File: src/rtl/sc_io_pkg.sv
// Shared constants and helpers for the memory-mapped I/O unit.
package sc_io_pkg;

  // Word addresses within the 64-word I/O window
  localparam logic [5:0] IO_IN_BASE  = 6'h00;
  localparam logic [5:0] IO_OUT_BASE = 6'h10;
  localparam logic [5:0] IO_STATUS   = 6'h1F;

  // ceil(log2(n)) with a floor of 1 bit, for sizing counters
  function automatic int clog2w(input int n);
    int r;
    r = 1;
    for (int i = 1; i < 31; i++) begin
      if ((1 << i) < n) r = i + 1;
    end
    return r;
  endfunction

endpackage

File: src/rtl/sc_io_debounce.sv
// One input channel: two-flop synchroniser, debounce counter, accepted
// (stable) value and a single-cycle accept strobe for the change flag.
module sc_io_debounce
  import sc_io_pkg::*;
#(
  parameter int IN_W      = 4,
  parameter int DB_CYCLES = 4
) (
  input  logic            mem_clk,
  input  logic            reset,
  input  logic [IN_W-1:0] i_raw,
  output logic [IN_W-1:0] o_stable,
  output logic            o_chg
);

  localparam int            CW   = clog2w(DB_CYCLES + 1);
  localparam logic [CW-1:0] LAST = CW'(DB_CYCLES - 1);

  logic [IN_W-1:0] r_sync1;
  logic [IN_W-1:0] r_sync2;
  logic [IN_W-1:0] r_stable;
  logic [CW-1:0]   r_cnt;
  logic            w_accept;

  // The strobe is combinational from registered state so the top can set
  // the change flag on the same edge that updates the stable value.
  assign w_accept = (r_sync2 != r_stable) && (r_cnt == LAST);
  assign o_chg    = w_accept;
  assign o_stable = r_stable;

  // Synchronise, then count consecutive cycles that differ from the stable value
  always_ff @(posedge mem_clk or posedge reset) begin
    if (reset) begin
      r_sync1  <= '0;
      r_sync2  <= '0;
      r_stable <= '0;
      r_cnt    <= '0;
    end else begin
      r_sync1 <= i_raw;
      r_sync2 <= r_sync1;
      if (r_sync2 == r_stable) begin
        r_cnt <= '0;
      end else if (w_accept) begin
        r_stable <= r_sync2;
        r_cnt    <= '0;
      end else begin
        r_cnt <= r_cnt + 1'b1;
      end
    end
  end

endmodule

File: src/rtl/sc_io_ports.sv
// Memory-mapped I/O unit: debounced switch inputs with sticky change flags,
// writable output registers and a programmable CPU clock divider.
module sc_io_ports
  import sc_io_pkg::*;
#(
  parameter int N_IN      = 2,
  parameter int IN_W      = 4,
  parameter int N_OUT     = 2,
  parameter int OUT_W     = 32,
  parameter int DB_CYCLES = 4,
  parameter int DIV_HALF  = 1
) (
  input  logic                   mem_clk,
  input  logic                   reset,
  input  logic [N_IN*IN_W-1:0]   in_raw,
  input  logic [5:0]             addr,
  input  logic                   sel,
  input  logic                   we,
  input  logic [31:0]            wdata,
  output logic [31:0]            rdata,
  output logic [N_OUT*OUT_W-1:0] out_port,
  output logic                   chg_irq,
  output logic                   cpu_clk
);

  localparam int            DW    = clog2w(DIV_HALF);
  localparam logic [DW-1:0] DLAST = DW'(DIV_HALF - 1);
  localparam logic [4:0]    NI5   = 5'(N_IN);
  localparam logic [4:0]    NO5   = 5'(N_OUT);

  logic [IN_W-1:0]  w_stable [N_IN];
  logic [N_IN-1:0]  w_chg;
  logic [N_IN-1:0]  w_clr;
  logic [31:0]      w_rd;
  logic             w_wr;
  logic             w_in_hit;
  logic             w_out_hit;

  logic [OUT_W-1:0] r_out [N_OUT];
  logic [N_IN-1:0]  r_flags;
  logic             r_irq;
  logic [31:0]      r_rdata;
  logic [DW-1:0]    r_div;
  logic             r_cpu_clk;

  genvar gi;
  generate
    for (gi = 0; gi < N_IN; gi++) begin : g_ch
      sc_io_debounce #(
        .IN_W      (IN_W),
        .DB_CYCLES (DB_CYCLES)
      ) u_db (
        .mem_clk  (mem_clk),
        .reset    (reset),
        .i_raw    (in_raw[gi*IN_W +: IN_W]),
        .o_stable (w_stable[gi]),
        .o_chg    (w_chg[gi])
      );
    end
    for (gi = 0; gi < N_OUT; gi++) begin : g_out
      assign out_port[gi*OUT_W +: OUT_W] = r_out[gi];
    end
  endgenerate

  // With N_OUT=16 the last output register would alias the status word;
  // status takes priority, so that register is not reachable.
  assign w_wr      = sel && we;
  assign w_in_hit  = (addr[5:4] == IO_IN_BASE[5:4]) && ({1'b0, addr[3:0]} < NI5);
  assign w_out_hit = (addr[5:4] == IO_OUT_BASE[5:4]) && ({1'b0, addr[3:0]} < NO5)
                     && (addr != IO_STATUS);
  assign w_clr     = (w_wr && (addr == IO_STATUS)) ? wdata[N_IN-1:0] : '0;

  assign rdata   = r_rdata;
  assign chg_irq = r_irq;
  assign cpu_clk = r_cpu_clk;

  // Read mux over the current (pre-write) state; unused high bits stay zero
  always_comb begin
    w_rd = '0;
    if (addr == IO_STATUS) begin
      w_rd[N_IN-1:0] = r_flags;
    end else if (w_in_hit) begin
      for (int i = 0; i < N_IN; i++) begin
        if (addr[3:0] == 4'(i)) w_rd[IN_W-1:0] = w_stable[i];
      end
    end else if (w_out_hit) begin
      for (int j = 0; j < N_OUT; j++) begin
        if (addr[3:0] == 4'(j)) w_rd[OUT_W-1:0] = r_out[j];
      end
    end
  end

  // Registered read data, held while the window is not selected
  always_ff @(posedge mem_clk or posedge reset) begin
    if (reset) begin
      r_rdata <= '0;
    end else if (sel) begin
      r_rdata <= w_rd;
    end
  end

  // Output registers
  always_ff @(posedge mem_clk or posedge reset) begin
    if (reset) begin
      for (int j = 0; j < N_OUT; j++) r_out[j] <= '0;
    end else if (w_wr && w_out_hit) begin
      for (int j = 0; j < N_OUT; j++) begin
        if (addr[3:0] == 4'(j)) r_out[j] <= wdata[OUT_W-1:0];
      end
    end
  end

  // Sticky change flags (a new change beats a same-cycle clear) and the irq
  always_ff @(posedge mem_clk or posedge reset) begin
    if (reset) begin
      r_flags <= '0;
      r_irq   <= 1'b0;
    end else begin
      r_flags <= (r_flags & ~w_clr) | w_chg;
      r_irq   <= |r_flags;
    end
  end

  // CPU clock divider: toggle every DIV_HALF mem_clk edges
  always_ff @(posedge mem_clk or posedge reset) begin
    if (reset) begin
      r_div     <= '0;
      r_cpu_clk <= 1'b0;
    end else if (r_div == DLAST) begin
      r_div     <= '0;
      r_cpu_clk <= ~r_cpu_clk;
    end else begin
      r_div <= r_div + 1'b1;
    end
  end

endmodule

File: config.mk
export PLATFORM = sky130hd
export DESIGN_NAME = sc_io_ports
export DESIGN_NICKNAME = d
export VERILOG_FILES = /design/src/rtl/sc_io_pkg.sv /design/src/rtl/sc_io_debounce.sv /design/src/rtl/sc_io_ports.sv
export SDC_FILE = /design/constraint.sdc
export NUM_CORES = 1
export LEC_CHECK = 0
export BUFFER_PORTS_ARGS = -buffer_cell sky130_fd_sc_hd__buf_2
export CELL_PAD_IN_SITES_DETAIL_PLACEMENT = 1
export CELL_PAD_IN_SITES_GLOBAL_PLACEMENT = 2
export CORE_AREA = 3 3 122 124
export DETAILED_ROUTE_END_ITERATION = 10
export DIE_AREA = 0 0 125 127
export MAX_ROUTING_LAYER = met4
export PLACE_DENSITY_LB_ADDON = 0.2
export SLEW_MARGIN = 0
export SYNTH_ARGS = -nofsm -noshare
export SYNTH_HDL_FRONTEND = slang
export SYNTH_SLANG_ARGS = --single-unit
File: constraint.sdc
create_clock -name mem_clk -period 9.1 [get_ports mem_clk]
set_clock_uncertainty 0.05 [all_clocks]
set_input_delay 0.455 -clock mem_clk [delete_from_list [all_inputs] [get_ports mem_clk]]
set_output_delay 0.455 -clock mem_clk [all_outputs]
set_load 0.1 [all_outputs]
# After elaboration in Yosys (flattened, before gate mapping)

Cells that the tools add are included.

Order comparisons: 1
Bitwise gates (word level): 6
Eq/ne operators: 10
Reductions and logical operators: 15
Divide/modulo/power cells: 0
$mul: 0
$add $sub $neg: 3
Shift operators: 0
Mux-type cells: 15

Operator list:

| operator            | count |
|---|---|
| $mux 32             | 3 |
| $mux 30             | 1 |
| $mux 28             | 1 |
| $mux 3              | 4 |
| $mux 4              | 3 |
| $eq 4x4->1          | 2 |
| $logic_and 1x1->1   | 8 |
| $ne 4x4->1          | 2 |
| $reduce_and 2->1    | 4 |
| $add 3x1->3 const B | 2 |
| $eq 3x2->1 const B  | 2 |
| $eq 6x5->1 const B  | 1 |
| $ne 6x5->1 const B  | 1 |
| $eq 4x1->1 const B  | 1 |
| $logic_not 4->1     | 1 |
| $lt 4x2->1 const B  | 1 |
| $mux 2              | 2 |
| $not 1->1           | 3 |
| $and 2x2->2         | 1 |
| $eq 2x1->1 const B  | 1 |
| $logic_not 2->1     | 1 |
| $not 2->2           | 1 |
| $or 2x2->2          | 1 |
| $reduce_or 2->1     | 1 |
| other kinds (2)     | 2 |

Output and inout port bits: 98
Bits in read-only memories: 0
Memory bits (writable): 0
Word-level logic and storage cells: 65
Memories: 0
Bits in registers: 131
Latch bits: 0
Input bits: 50

# Depth between registers and ports, before layout

Word-level depth: 6
Mapped depth: 7
Depth with buffers taken out: 4

# Hierarchy

Synthesis repeated with hierarchy kept, for this count alone.

Cell total of the unflattened synthesis: 332
Area, all modules: 5167.5 µm²

Modules (own cells, without submodules):

| module         | area each (µm²) | times used | cells an instance | sequential area each (µm²) |
|---|---|---|---|---|
| sc_io_ports    | 4124.0          | 1          | 268               | 2502.4 |
| sc_io_debounce | 521.8           | 2          | 32                | 375.4 |

# Worst setup path after synthesis

Ideal clock, no wire load.

Kind: input to register
Start: in addr[1]
End: reg r_out, in the netlist out_port[0]
Setup time: 0.128 ns
Path buffers: 2
Data required time: 8.922 ns
Slack: 7.153 ns
Cell stages on the path: 6
Arrival time: 1.769 ns
Cells stage by stage: or3_4 -> nor2_4 -> and4_1 -> buf_4 -> buf_6 -> mux2_1

Word-level cells in the longest chain between the ends: 5
Elaborated cells on any way between the ends: 7
Classes of those cells: order compare (1); eq/ne (1); reduce/logical (5)

Ends and longest elaborated chain:

| what                                  | RTL line           | source |
|---|---|---|
| start, declared                       | sc_io_ports.sv:16  | `input logic [5:0] addr,` |
| $lt 4x2->1                            | sc_io_ports.sv:69  | `assign w_out_hit = (addr[5:4] == IO_OUT_BASE[5:4]) && ({1'b0, addr[3:0]} < NO5)` |
| $logic_and 1x1->1                     | sc_io_ports.sv:69  |  |
| $logic_and 1x1->1                     | sc_io_ports.sv:70  | `&& (addr != IO_STATUS);` |
| $logic_and 1x1->1                     | sc_io_ports.sv:106 | `end else if (w_wr && w_out_hit) begin` |
| $reduce_and 2->1 (no source line) (*) | n/a                |  |
| end signal, assigned by index         | sc_io_ports.sv:108 | `if (addr[3:0] == 4'(j)) r_out[j] <= wdata[OUT_W-1:0];` |
| end, declared                         | sc_io_ports.sv:39  | `logic [OUT_W-1:0] r_out [N_OUT];` |

Every way passes the cells marked *; elsewhere a longest branch is shown, timed or not.
A chain may end at the register's enable or synchronous reset.

# Worst setup path after layout

Start: in addr[1]
End: reg r_out, in the netlist out_port[25]

Same word-level chain as after synthesis.

==> results_dict.tcl <==
set metrics [dict create \
    ys_seq_elements 130 \
    worst_path_fanout_max 32 \
    groute.layer.met1.usage_pct 22.6 \
    area_added_between_synthesis_and_finish_pct 29.2 \
    ys_seq_area_share_pct 63.3 \
    worst_pin_slew_ns 0.980 \
    placer_congestion 0.783 \
    synthDominantAreaCellType "sky130_fd_sc_hd__dfrtp_1" \
    fillerInstances 1478 \
    setup.worst_path.start_class "input pin" \
    layout_cell_share_with_drive_strength_beyond_1_pct 42.9 \
    power.share.clock_pct 46.4 \
    floorplan_die_area_um2 15900 \
    grt-busiest-layer "met2" \
    ff_latch_area_um2 3250 \
    netlist_top_cells_area "sky130_fd_sc_hd__dfrtp_1 63%, sky130_fd_sc_hd__mux2_1 8.8%, sky130_fd_sc_hd__mux2_2 7.4%" \
    final_nets 570 \
    run_status "finished clean" \
    die_y_um 127 \
    total_of_max_cap_violations 0 \
    total_leakage_power_nw 3.45 \
    netlist_area_um2 5140 \
    drtAntennaViolNets 0 \
    cts_inserted_buffers 17 \
    die_width_um 125 \
    timing_worst_setup_path_type "in2reg" \
    first_global_vias 3790 \
    finalSetupTns_ns 0 \
    global_route.overflow_total 0 \
    met2_usage_pct 27.0 \
    viasPerCell 4.99 \
    synth_edf_count 0 \
    place_hpwl_mm 8.83 \
    worstHoldPathType "in2reg" \
    core-area_um2 13900 \
    worst_slew_margin_rel_pct 34.7 \
    peakVddDrop_uv 135 \
    timing.final.crit_share_pct 27.7 \
    cts_setup_buffers 0 \
    netSwitchingFraction_pct 26.1 \
    drt_iter0_markers 130 \
    clock_tree.buffer_depth 2 \
    mappedNetlistNets 418 \
    postRouteWirelength_mm 13.0 \
    rsz_0062_raised_after_global_routing "no" \
    total_switching_power_mw 0.392 \
    critical_path_arrival_ns 2.77 \
    dominantRegCellSynth "sky130_fd_sc_hd__dfrtp_1" \
    worst_setup_path_startpoint "addr[1]" \
    critPathRequiredTime_ns 9.34 \
    initial_core_utilization_pct 37.0 \
    clkLatencyLatePin_ns 0.41 \
    cts_tree "done" \
    post_dp_cell_area_um2 6030 \
    core.rowCount 43 \
    clock_period_minus_worst_slack_ns 2.52 \
    worst-r2r-setup-slack_ns 7.12 \
    clkTransAtPathRegs_ns 0.06 \
    portBuffers 147 \
    setup.worst_path.end_class "flop" \
    synth_cell_types 35 \
    async_reset_ff_share_pct 100 \
    power_density_normalized_to_cell_area_nw_per_um2 226 \
    ys.warnings.count 0 \
    cts_htree_levels 4 \
    clock_root_buffer "sky130_fd_sc_hd__clkbuf_16" \
    first_pass_iters 4 \
    multi_input_area_um2 1650 \
    cpLargestDelayFamily "simple AND/OR/NAND/NOR gates" \
    final_design_area_no_fill_um2 6640 \
    post_synth_inst_count 366 \
    critical_path_buf_inv_count 2 \
    seqPwrFrac_pct 42.9 \
    pin_count_of_the_biggest_net_entering_global_routing 81 \
    final_report_setup_violation_count 0 \
    timing.critical_path.cells "buf_2, or3_4, nor2_2, buf_4, and4_2, mux2_1" \
    finalHoldViolCount 0 \
    global_route_wire_length_before_repair_mm 21.0 \
    number_of_sinks_driven_by_the_clock_tree 130 \
    drc_errors 0 \
    cp_slowest_cell "sky130_fd_sc_hd__and4_2" \
    final.hold.worst_slack_ns 0.0950 \
    global_route.usage.total_pct 17.5 \
    cts_hold_repair.buffers 0 \
    hold_path_startpoint "in_raw[1]" \
    antenna-diode-count 0 \
    pin_count 148 \
    final_max_tran_viols 0 \
    crit-reg2reg-launch "g_ch[1].u_db.o_stable[0]" \
    synth.top_cell.area_share_pct 63.3 \
    dr_total_vias 3547 \
    cellInternalPower_mw 1.11 \
    route.detailed.wl_per_inst_um 18.3 \
    crit_path_max_incr_delay_ns 0.92 \
    cts_resized 0 \
    synth_area_per_cell_um2 14.0 \
    achievable-frequency_ghz 0.396 \
    antenna_violations_before_repair 0 \
    combPwrFrac_pct 10.7 \
    grt_util_met3_pct 4.39 \
]
## worst reg2reg max path, cell delays in order (launching register included)
cell and delay (ns):
sky130_fd_sc_hd__dfrtp_1 0.41, sky130_fd_sc_hd__xor2_1 0.18, sky130_fd_sc_hd__nor4_1 0.64, sky130_fd_sc_hd__nor2b_1 0.27
sky130_fd_sc_hd__mux2_2 0.33
## path summary, 6_finish.rpt
path | endpoint | cells past startpoint
worst max-delay path | out_port[25] | 6
worst min-delay path | g_ch[0].u_db.r_sync1[1] | 1
worst max register to register | g_ch[1].u_db.o_stable[2] | 4
worst min register to register | g_ch[0].u_db.r_sync2[1] | 0
max in group asynchronous | out_port[13] | 3
min in group asynchronous | out_port[37] | 2
## synthesized netlist by cell type, drive strengths merged (2+ instances only)
| master | number |
|---|---|
| dfrtp | 130 |
| mux2 | 74 |
| inv | 31 |
| o22ai | 30 |
| a22oi | 28 |
| buf | 15 |
| mux2i | 8 |
| xor2 | 8 |
| clkbuf | 5 |
| nor2 | 5 |
| nand4 | 4 |
| nor2b | 3 |
| nor3b | 3 |
| a21o | 2 |
| ha | 2 |
| nand2b | 2 |
| nor4 | 2 |
| o21ai | 2 |
| o22a | 2 |
| o2bb2ai | 2 |
| or2 | 2 |
| or3 | 2 |
## power groups by stage
| stage | sequential (mW) | clock [mW] | combinational, mW |
|---|---|---|---|
| detailed placement | 0.655 | 0 | 0.163 |
| finish | 0.644 | 0.697 | 0.161 |
| global placement | 0.652 | 0 | 0.158 |
| floorplan | 0.684 | 0 | 0.0854 |
| global route | 0.648 | 0.741 | 0.179 |
| CTS | 0.645 | 0.715 | 0.165 |
## registers in the layout (all words and copies together) (netlist names)
| register | cells |
|---|---|
| out_port | 64 |
| rdata | 32 |
| g_ch.u_db.o_stable | 8 |
| g_ch.u_db.r_sync1 | 8 |
| g_ch.u_db.r_sync2 | 8 |
| g_ch.u_db.r_cnt | 6 |
| r_flags | 2 |
| chg_irq | 1 |
| cpu_clk | 1 |
## placed cells by master, fill, tap and decap left out, drive strengths merged
cell type | Yosys | routed
a21o | 2 | 2
nor3b | 3 | 3
buf | 15 | 153
ha | 2 | 2
nor4 | 2 | 2
o22ai | 30 | 30
clkbuf | 5 | 17
nand4 | 4 | 4
inv | 31 | 34
clkinvlp | 0 | 6
or2 | 2 | 2
a22oi | 28 | 28
mux2i | 8 | 8
nand2b | 2 | 2
or3 | 2 | 2
mux2 | 74 | 74
o22a | 2 | 2
bufinv | 0 | 3
and4 | 1 | 1
xor2 | 8 | 8
nor3 | 1 | 1
nor2 | 5 | 5
o2bb2ai | 2 | 2
nand2 | 1 | 1
and3b | 1 | 1
clkinv | 0 | 3
o21ai | 2 | 2
nor2b | 3 | 3
dfrtp | 130 | 130
## stage by stage
step / utilization [%] / cells / power, mW / worst slack (ns)
finish: 47.8 / 711 / 1.50 / 6.58
global route: 47.8 / 711 / 1.57 / 6.41
CTS: 47.8 / 711 / 1.53 / 6.54
detailed placement: 43.4 / 679 / 0.819 / 6.09
global placement: 43.4 / 679 / 0.810 / 6.13
floorplan: - / 366 / 0.769 / 5.13
## logic make-up (layout without fill, tap and decap cells)
group,count (synthesis),in the layout,synth area share (%)
DFF,130,130,63.3
adders and majority gates,2,2,0.487
and+or+nand+nor,27,27,3.55
xor gates and xnor gates,8,8,1.36
buffers and inverters,51,216,4.63
AOI/OAI and AO/OA,66,66,8.91
muxes,82,82,17.8
## final cells by class
class | count | area share [%]
multi-input combinational | 185 | 24.9
inverter | 31 | 1.79
timing repair buffer | 153 | 11.8
sequential | 130 | 49.0
tap | 180 | 3.39
clock inverter | 15 | 2.77
clock buffer | 17 | 6.41
## layer usage
layer | vias up | wire (µm)
li1 | 1615 | -
met1 | 1813 | 5960
met2 | 107 | 6250
met3 | 12 | 630
met4 | 0 | 170
met5 | - | 0
(Power assumes the default switching activity.)
